File: src/rtl/tx_ctrl_pkg.sv
// Shared types and constants for the Zigbee PHY transmit sequencer.
package tx_ctrl_pkg;

    localparam int unsigned PHR_LEN_W        = 7;
    localparam logic [7:0]  SFD_DEFAULT      = 8'hA7;
    localparam int unsigned PHY_MAX_LEN      = 127;
    localparam int unsigned PREAMBLE_DEFAULT = 4;

    typedef enum logic [2:0] {
        ST_IDLE,
        ST_PREAMBLE,
        ST_SFD,
        ST_PHR,
        ST_FETCH,
        ST_WAIT_DATA,
        ST_SEND,
        ST_DONE
    } tx_state_t;

    // A PSDU length is usable when it is non-zero and within the configured maximum.
    function automatic logic len_ok(input logic [PHR_LEN_W-1:0] len, input int unsigned max_len);
        return (len != '0) && (32'(len) <= max_len);
    endfunction

endpackage

File: src/rtl/tx_frame_sched.sv
// Transmit sequencer: emits preamble/SFD/PHR, then streams payload bytes from the Tx FIFO
// to the O-QPSK modulator over a valid/ready byte interface.
module tx_frame_sched
    import tx_ctrl_pkg::*;
#(
    parameter int unsigned PREAMBLE_LEN = PREAMBLE_DEFAULT,
    parameter logic [7:0]  SFD_VAL      = SFD_DEFAULT,
    parameter int unsigned MAX_LEN      = PHY_MAX_LEN
) (
    input  logic                 clk,
    input  logic                 reset,
    input  logic                 tx_start,
    input  logic [PHR_LEN_W-1:0] frame_len,
    input  logic                 abort,
    input  logic                 fifo_empty,
    input  logic [7:0]           fifo_data,
    output logic                 fifo_rd_en,
    output logic [7:0]           mod_data,
    output logic                 mod_valid,
    input  logic                 mod_ready,
    output logic                 busy,
    output logic                 tx_done,
    output logic                 tx_err
);

    localparam logic [PHR_LEN_W-1:0] PRE_LAST = PHR_LEN_W'(PREAMBLE_LEN - 1);

    tx_state_t            state, state_n;
    logic [PHR_LEN_W-1:0] len, len_n;
    logic [PHR_LEN_W-1:0] cnt, cnt_n;
    logic [PHR_LEN_W-1:0] cnt_inc;
    logic [7:0]           mod_data_n;
    logic                 mod_valid_n;
    logic                 busy_n;
    logic                 tx_done_n;
    logic                 tx_err_n;
    logic                 accept;

    assign accept  = mod_valid && mod_ready;
    assign cnt_inc = cnt + PHR_LEN_W'(1);

    // Pop is a decode of FETCH so the read data is present during WAIT_DATA.
    assign fifo_rd_en = (state == ST_FETCH) && !fifo_empty && !abort;

    // State and registered outputs.
    always_ff @(posedge clk or posedge reset) begin
        if (reset) begin
            state     <= ST_IDLE;
            len       <= '0;
            cnt       <= '0;
            mod_data  <= 8'h00;
            mod_valid <= 1'b0;
            busy      <= 1'b0;
            tx_done   <= 1'b0;
            tx_err    <= 1'b0;
        end else begin
            state     <= state_n;
            len       <= len_n;
            cnt       <= cnt_n;
            mod_data  <= mod_data_n;
            mod_valid <= mod_valid_n;
            busy      <= busy_n;
            tx_done   <= tx_done_n;
            tx_err    <= tx_err_n;
        end
    end

    // Next-state and next-output logic; the byte on the stream only moves on acceptance.
    always_comb begin
        state_n     = state;
        len_n       = len;
        cnt_n       = cnt;
        mod_data_n  = mod_data;
        mod_valid_n = mod_valid;
        tx_done_n   = 1'b0;
        tx_err_n    = 1'b0;

        if (abort) begin
            state_n     = ST_IDLE;
            mod_valid_n = 1'b0;
            mod_data_n  = 8'h00;
        end else begin
            unique case (state)
                ST_IDLE: begin
                    if (tx_start) begin
                        if (len_ok(frame_len, MAX_LEN)) begin
                            state_n     = ST_PREAMBLE;
                            len_n       = frame_len;
                            cnt_n       = '0;
                            mod_valid_n = 1'b1;
                            mod_data_n  = 8'h00;
                        end else begin
                            tx_err_n = 1'b1;
                        end
                    end
                end
                ST_PREAMBLE: begin
                    if (accept) begin
                        if (cnt == PRE_LAST) begin
                            state_n    = ST_SFD;
                            cnt_n      = '0;
                            mod_data_n = SFD_VAL;
                        end else begin
                            cnt_n = cnt_inc;
                        end
                    end
                end
                ST_SFD: begin
                    if (accept) begin
                        state_n    = ST_PHR;
                        mod_data_n = {1'b0, len};
                    end
                end
                ST_PHR: begin
                    if (accept) begin
                        state_n     = ST_FETCH;
                        cnt_n       = '0;
                        mod_valid_n = 1'b0;
                        mod_data_n  = 8'h00;
                    end
                end
                ST_FETCH: begin
                    if (fifo_empty) begin
                        state_n  = ST_IDLE;
                        tx_err_n = 1'b1;
                    end else begin
                        state_n = ST_WAIT_DATA;
                    end
                end
                ST_WAIT_DATA: begin
                    state_n     = ST_SEND;
                    mod_data_n  = fifo_data;
                    mod_valid_n = 1'b1;
                end
                ST_SEND: begin
                    if (accept) begin
                        cnt_n       = cnt_inc;
                        mod_valid_n = 1'b0;
                        mod_data_n  = 8'h00;
                        if (cnt_inc == len) begin
                            state_n   = ST_DONE;
                            tx_done_n = 1'b1;
                        end else begin
                            state_n = ST_FETCH;
                        end
                    end
                end
                ST_DONE: begin
                    state_n = ST_IDLE;
                end
                default: begin
                    state_n = ST_IDLE;
                end
            endcase
        end

        busy_n = (state_n != ST_IDLE);
    end

endmodule

File: config.mk
export PLATFORM = sky130hd
export DESIGN_NAME = tx_frame_sched
export DESIGN_NICKNAME = d
export VERILOG_FILES = /design/src/rtl/tx_ctrl_pkg.sv /design/src/rtl/tx_frame_sched.sv
export SDC_FILE = /design/constraint.sdc
export NUM_CORES = 1
export LEC_CHECK = 0
export ABC_AREA = 1
export CORE_MARGIN = 2
export CORE_UTILIZATION = 58
export CTS_BUF_LIST = sky130_fd_sc_hd__clkbuf_2 sky130_fd_sc_hd__clkbuf_4 sky130_fd_sc_hd__clkbuf_8
export CTS_CLUSTER_DIAMETER = 80
export DETAILED_ROUTE_END_ITERATION = 12
export GPL_TIMING_DRIVEN = 0
export PLACE_DENSITY = 0.95
export SYNTH_ARGS = -nofsm -noshare
export SYNTH_HDL_FRONTEND = slang
export SYNTH_SLANG_ARGS = --single-unit
File: constraint.sdc
create_clock -name clk -period 5.47 [get_ports clk]
set_input_delay 1.094 -clock clk [delete_from_list [all_inputs] [get_ports clk]]
set_output_delay 1.094 -clock clk [all_outputs]
set_load 0.03 [all_outputs]
==> flow_summary.toml <==
[detailed_routing]
drc = 0
routed_wl_um = 4100
vias = 1791
dr.pass1.iters = 6
vias_per_cell = 5.25
drtAntennaViolNets = 0
first_iter_violations = 95
wl_per_cell_um = 12.0

[clock_network]
clkTransAtPathRegs_ns = 0.10
root_buffer = "clkbuf_4"
clock-sinks = 29
cts_tree = "yes"
post_cts_buffers = 0
htree_levels = 2
cts.path.max_buffers = 2
cts_buffers = 5
cts_hold_repair.buffers = 0
post_cts_resized = 0
insertion_delay_ns = 0.33

[critical_path]
path_cells = "clkdlybuf4s50_1 -> nor4_1 -> clkdlybuf4s50_1"
crit_required_ns = 4.38
crit_type = "input port to output port"
crit_cells = 3
rr_endpoint = "mod_data[4]$_DFFE_PP0P_"
crit_buf_inv = 2
cpLargestDelayFamily = "buffers and inverters"
end_kind = "output port"
cpMostUsedCell = "clkdlybuf4s50_1"
r2r_start = "cnt[0]$_DFFE_PP0P_"
crit_arrival_ns = 2.63
worst_path_max_delay_cell = "clkdlybuf4s50_1"
cp_max_fo = 6
cpPeakStageDelay_ns = 0.71
crit_start = "abort"
rrSetupSlack_ns = 3.42
setup.worst_path.end = "fifo_rd_en"
reg2reg_depth = 11
crit_path_start_kind = "input port"

[sta]
maxSlewViolCount = 0
fmax_mhz = 268
tightest_slew_ns = 1.07
period_share_pct = 68.1
hold_violations = 0
tns_ns = 0
finClkSkew_ns = 0.00568
rsz0062_at_grt = "false"
worst_slack_ns = 1.74
slew_headroom_pct = 28.3
fin_crit_ns = 3.73
finalSetupViolations = 0

[final_layout]
diodes = 0
layout_common_cells = "nand2_1 (75), inv_1 (38), clkdlybuf4s50_1 (33)"
fillers = 234
seqCellArea_sq_um = 726
multi_input_area_sq_um = 897
final_core_util_pct = 75.3
layout-drive-gt1-share_pct = 12.8
final_common_cell = "nand2_1"
final_nets = 318
area_growth_pct = 24.9

[power_and_ir_drop]
irDropWorstVdd_v = 0.000245
power_density_nw_per_um2 = 368
power.total_w = 0.000840
power_leakage_nw = 1.09

[logic_synthesis]
synthCells = 256
syn-num-nets = 278
synth-seq-cells = 29
synth.avg_cell_area_sq_um = 7.13
synth_area_sq_um = 1830
ys_seq_area_share_pct = 39.8
ys.warnings.count = 0
synth_cell_type_count = 29

[grt]
grtUsageTotal_pct = 25.9
antenna_found_initial = 0
grt_pass1_wl_um = 6940
grt_overflow_total = 0
first_global_vias = 1626
grt_max_degree = 30

[flow_run]
drv_cap = 0

[place]
dp_slack_ns = 1.75
place.gp.congestion = 0.920
dp_hpwl_um = 3110
portBuffers = 33

[floorplan]
num_rows = 20
die_h_um = 60.1
initial_core_util_pct = 60.3
dieWidth_um = 60.1
die_area_sq_um = 3610
num_io_pins = 34
coreArea_sq_um = 3030

[status]
outcome = "completed"

[min_path]
hp-class = "flop to flop"
final cells by class:
class,instances,area share [%]
Clock inverter,1,0.219
Inverter,43,7.08
Clock buffer,7,2.85
Timing Repair Buffer,33,14.5
Buffer,5,1.81
Sequential cell,29,31.8
Tap cell,44,2.41
Multi-Input combinational cell,179,39.3
state kept, by name (all words and copies together) (netlist names):
signal	cells
mod_data	8
cnt	7
len	7
state	3
busy	1
mod_valid	1
tx_done	1
tx_err	1
through the flow:
step           instances  hold WS, ns  instance area (sq um)
2_1_floorplan        256        0.475                   1830
3_3_place_gp         333        0.465                   2210
3_5_place_dp         333        0.469                   2210
4_1_cts              341        0.491                   2280
5_1_grt              341        0.509                   2280
6_report             341        0.488                   2280
worst register-to-register path, cell delays in order, from the launching register on:
cell     delay [ns]
dfrtp_1        0.45
ha_1           0.25
inv_1          0.07
nor3_1         0.23
nand2_1        0.09
nand2_1        0.08
inv_2          0.04
o21ai_0        0.29
nand3_4        0.16
buf_8          0.18
nand2_2        0.06
o21ai_2        0.05
worst min-delay path by stage:
stage                     cells past startpoint                       to  slack [ns]               startpoint
final                                         2  mod_data[6]$_DFFE_PP0P_        0.49  mod_data[6]$_DFFE_PP0P_
after floorplan                               2       len[4]$_DFFE_PP0P_        0.47       len[4]$_DFFE_PP0P_
after global routing                          2  mod_data[1]$_DFFE_PP0P_        0.51  mod_data[1]$_DFFE_PP0P_
after CTS                                     2  mod_data[7]$_DFFE_PP0P_        0.49  mod_data[7]$_DFFE_PP0P_
after detailed placement                      2  mod_data[7]$_DFFE_PP0P_        0.47  mod_data[7]$_DFFE_PP0P_
after global placement                        2  mod_data[1]$_DFFE_PP0P_        0.46  mod_data[1]$_DFFE_PP0P_
synthesized netlist by cell type:
master / instances / area, sq um
o21ai_1: 2 / 10.0
nor2_1: 16 / 60.1
inv_2: 5 / 18.8
buf_6: 1 / 11.3
nor2_2: 2 / 12.5
o22ai_1: 5 / 31.3
ha_1: 1 / 12.5
nand4_1: 1 / 6.26
inv_1: 38 / 143
nor3_2: 1 / 10.0
nand3_4: 1 / 17.5
nand2_2: 3 / 18.8
nand3_2: 3 / 30.0
nand2_1: 75 / 282
buf_1: 1 / 3.75
xor2_1: 1 / 8.76
buf_8: 1 / 15.0
dfrtp_1: 29 / 726
o21ai_0: 21 / 105
a32oi_1: 1 / 8.76
clkbuf_1: 1 / 3.75
nor4_1: 1 / 6.26
nand3_1: 18 / 90.1
o21ai_2: 10 / 87.6
o211ai_1: 1 / 7.51
nor3_1: 7 / 35.0
nor2_4: 2 / 22.5
buf_4: 1 / 7.51
a21oi_1: 7 / 35.0
power breakdown:
part / total (W) / internal, W / switching, W
clock: 0.000152 / 0.0000744 / 0.0000780
combinational: 0.000377 / 0.000143 / 0.000234
sequential: 0.000310 / 0.000265 / 0.0000448
total: 0.000840 / 0.000483 / 0.000357
layer usage:
metal  vias to the layer above  GRT usage (%)  routed length [um]
li1                        904              -                   -
met1                       794           32.4                1840
met2                        77           41.6                1880
met3                        16           5.19                 247
met4                         0           14.6                 131
met5                         -              0                   0
kinds of logic after synthesis:
logic type,synth area share (%)
and+or+nand+nor,32.4
DFF,39.8
adders and majority gates,0.685
xor gates and xnor gates,0.480
buffers and inverters,11.1
AOI/OAI and AO/OA,15.6
No activity file was read; power rests on OpenSTA's default activity.
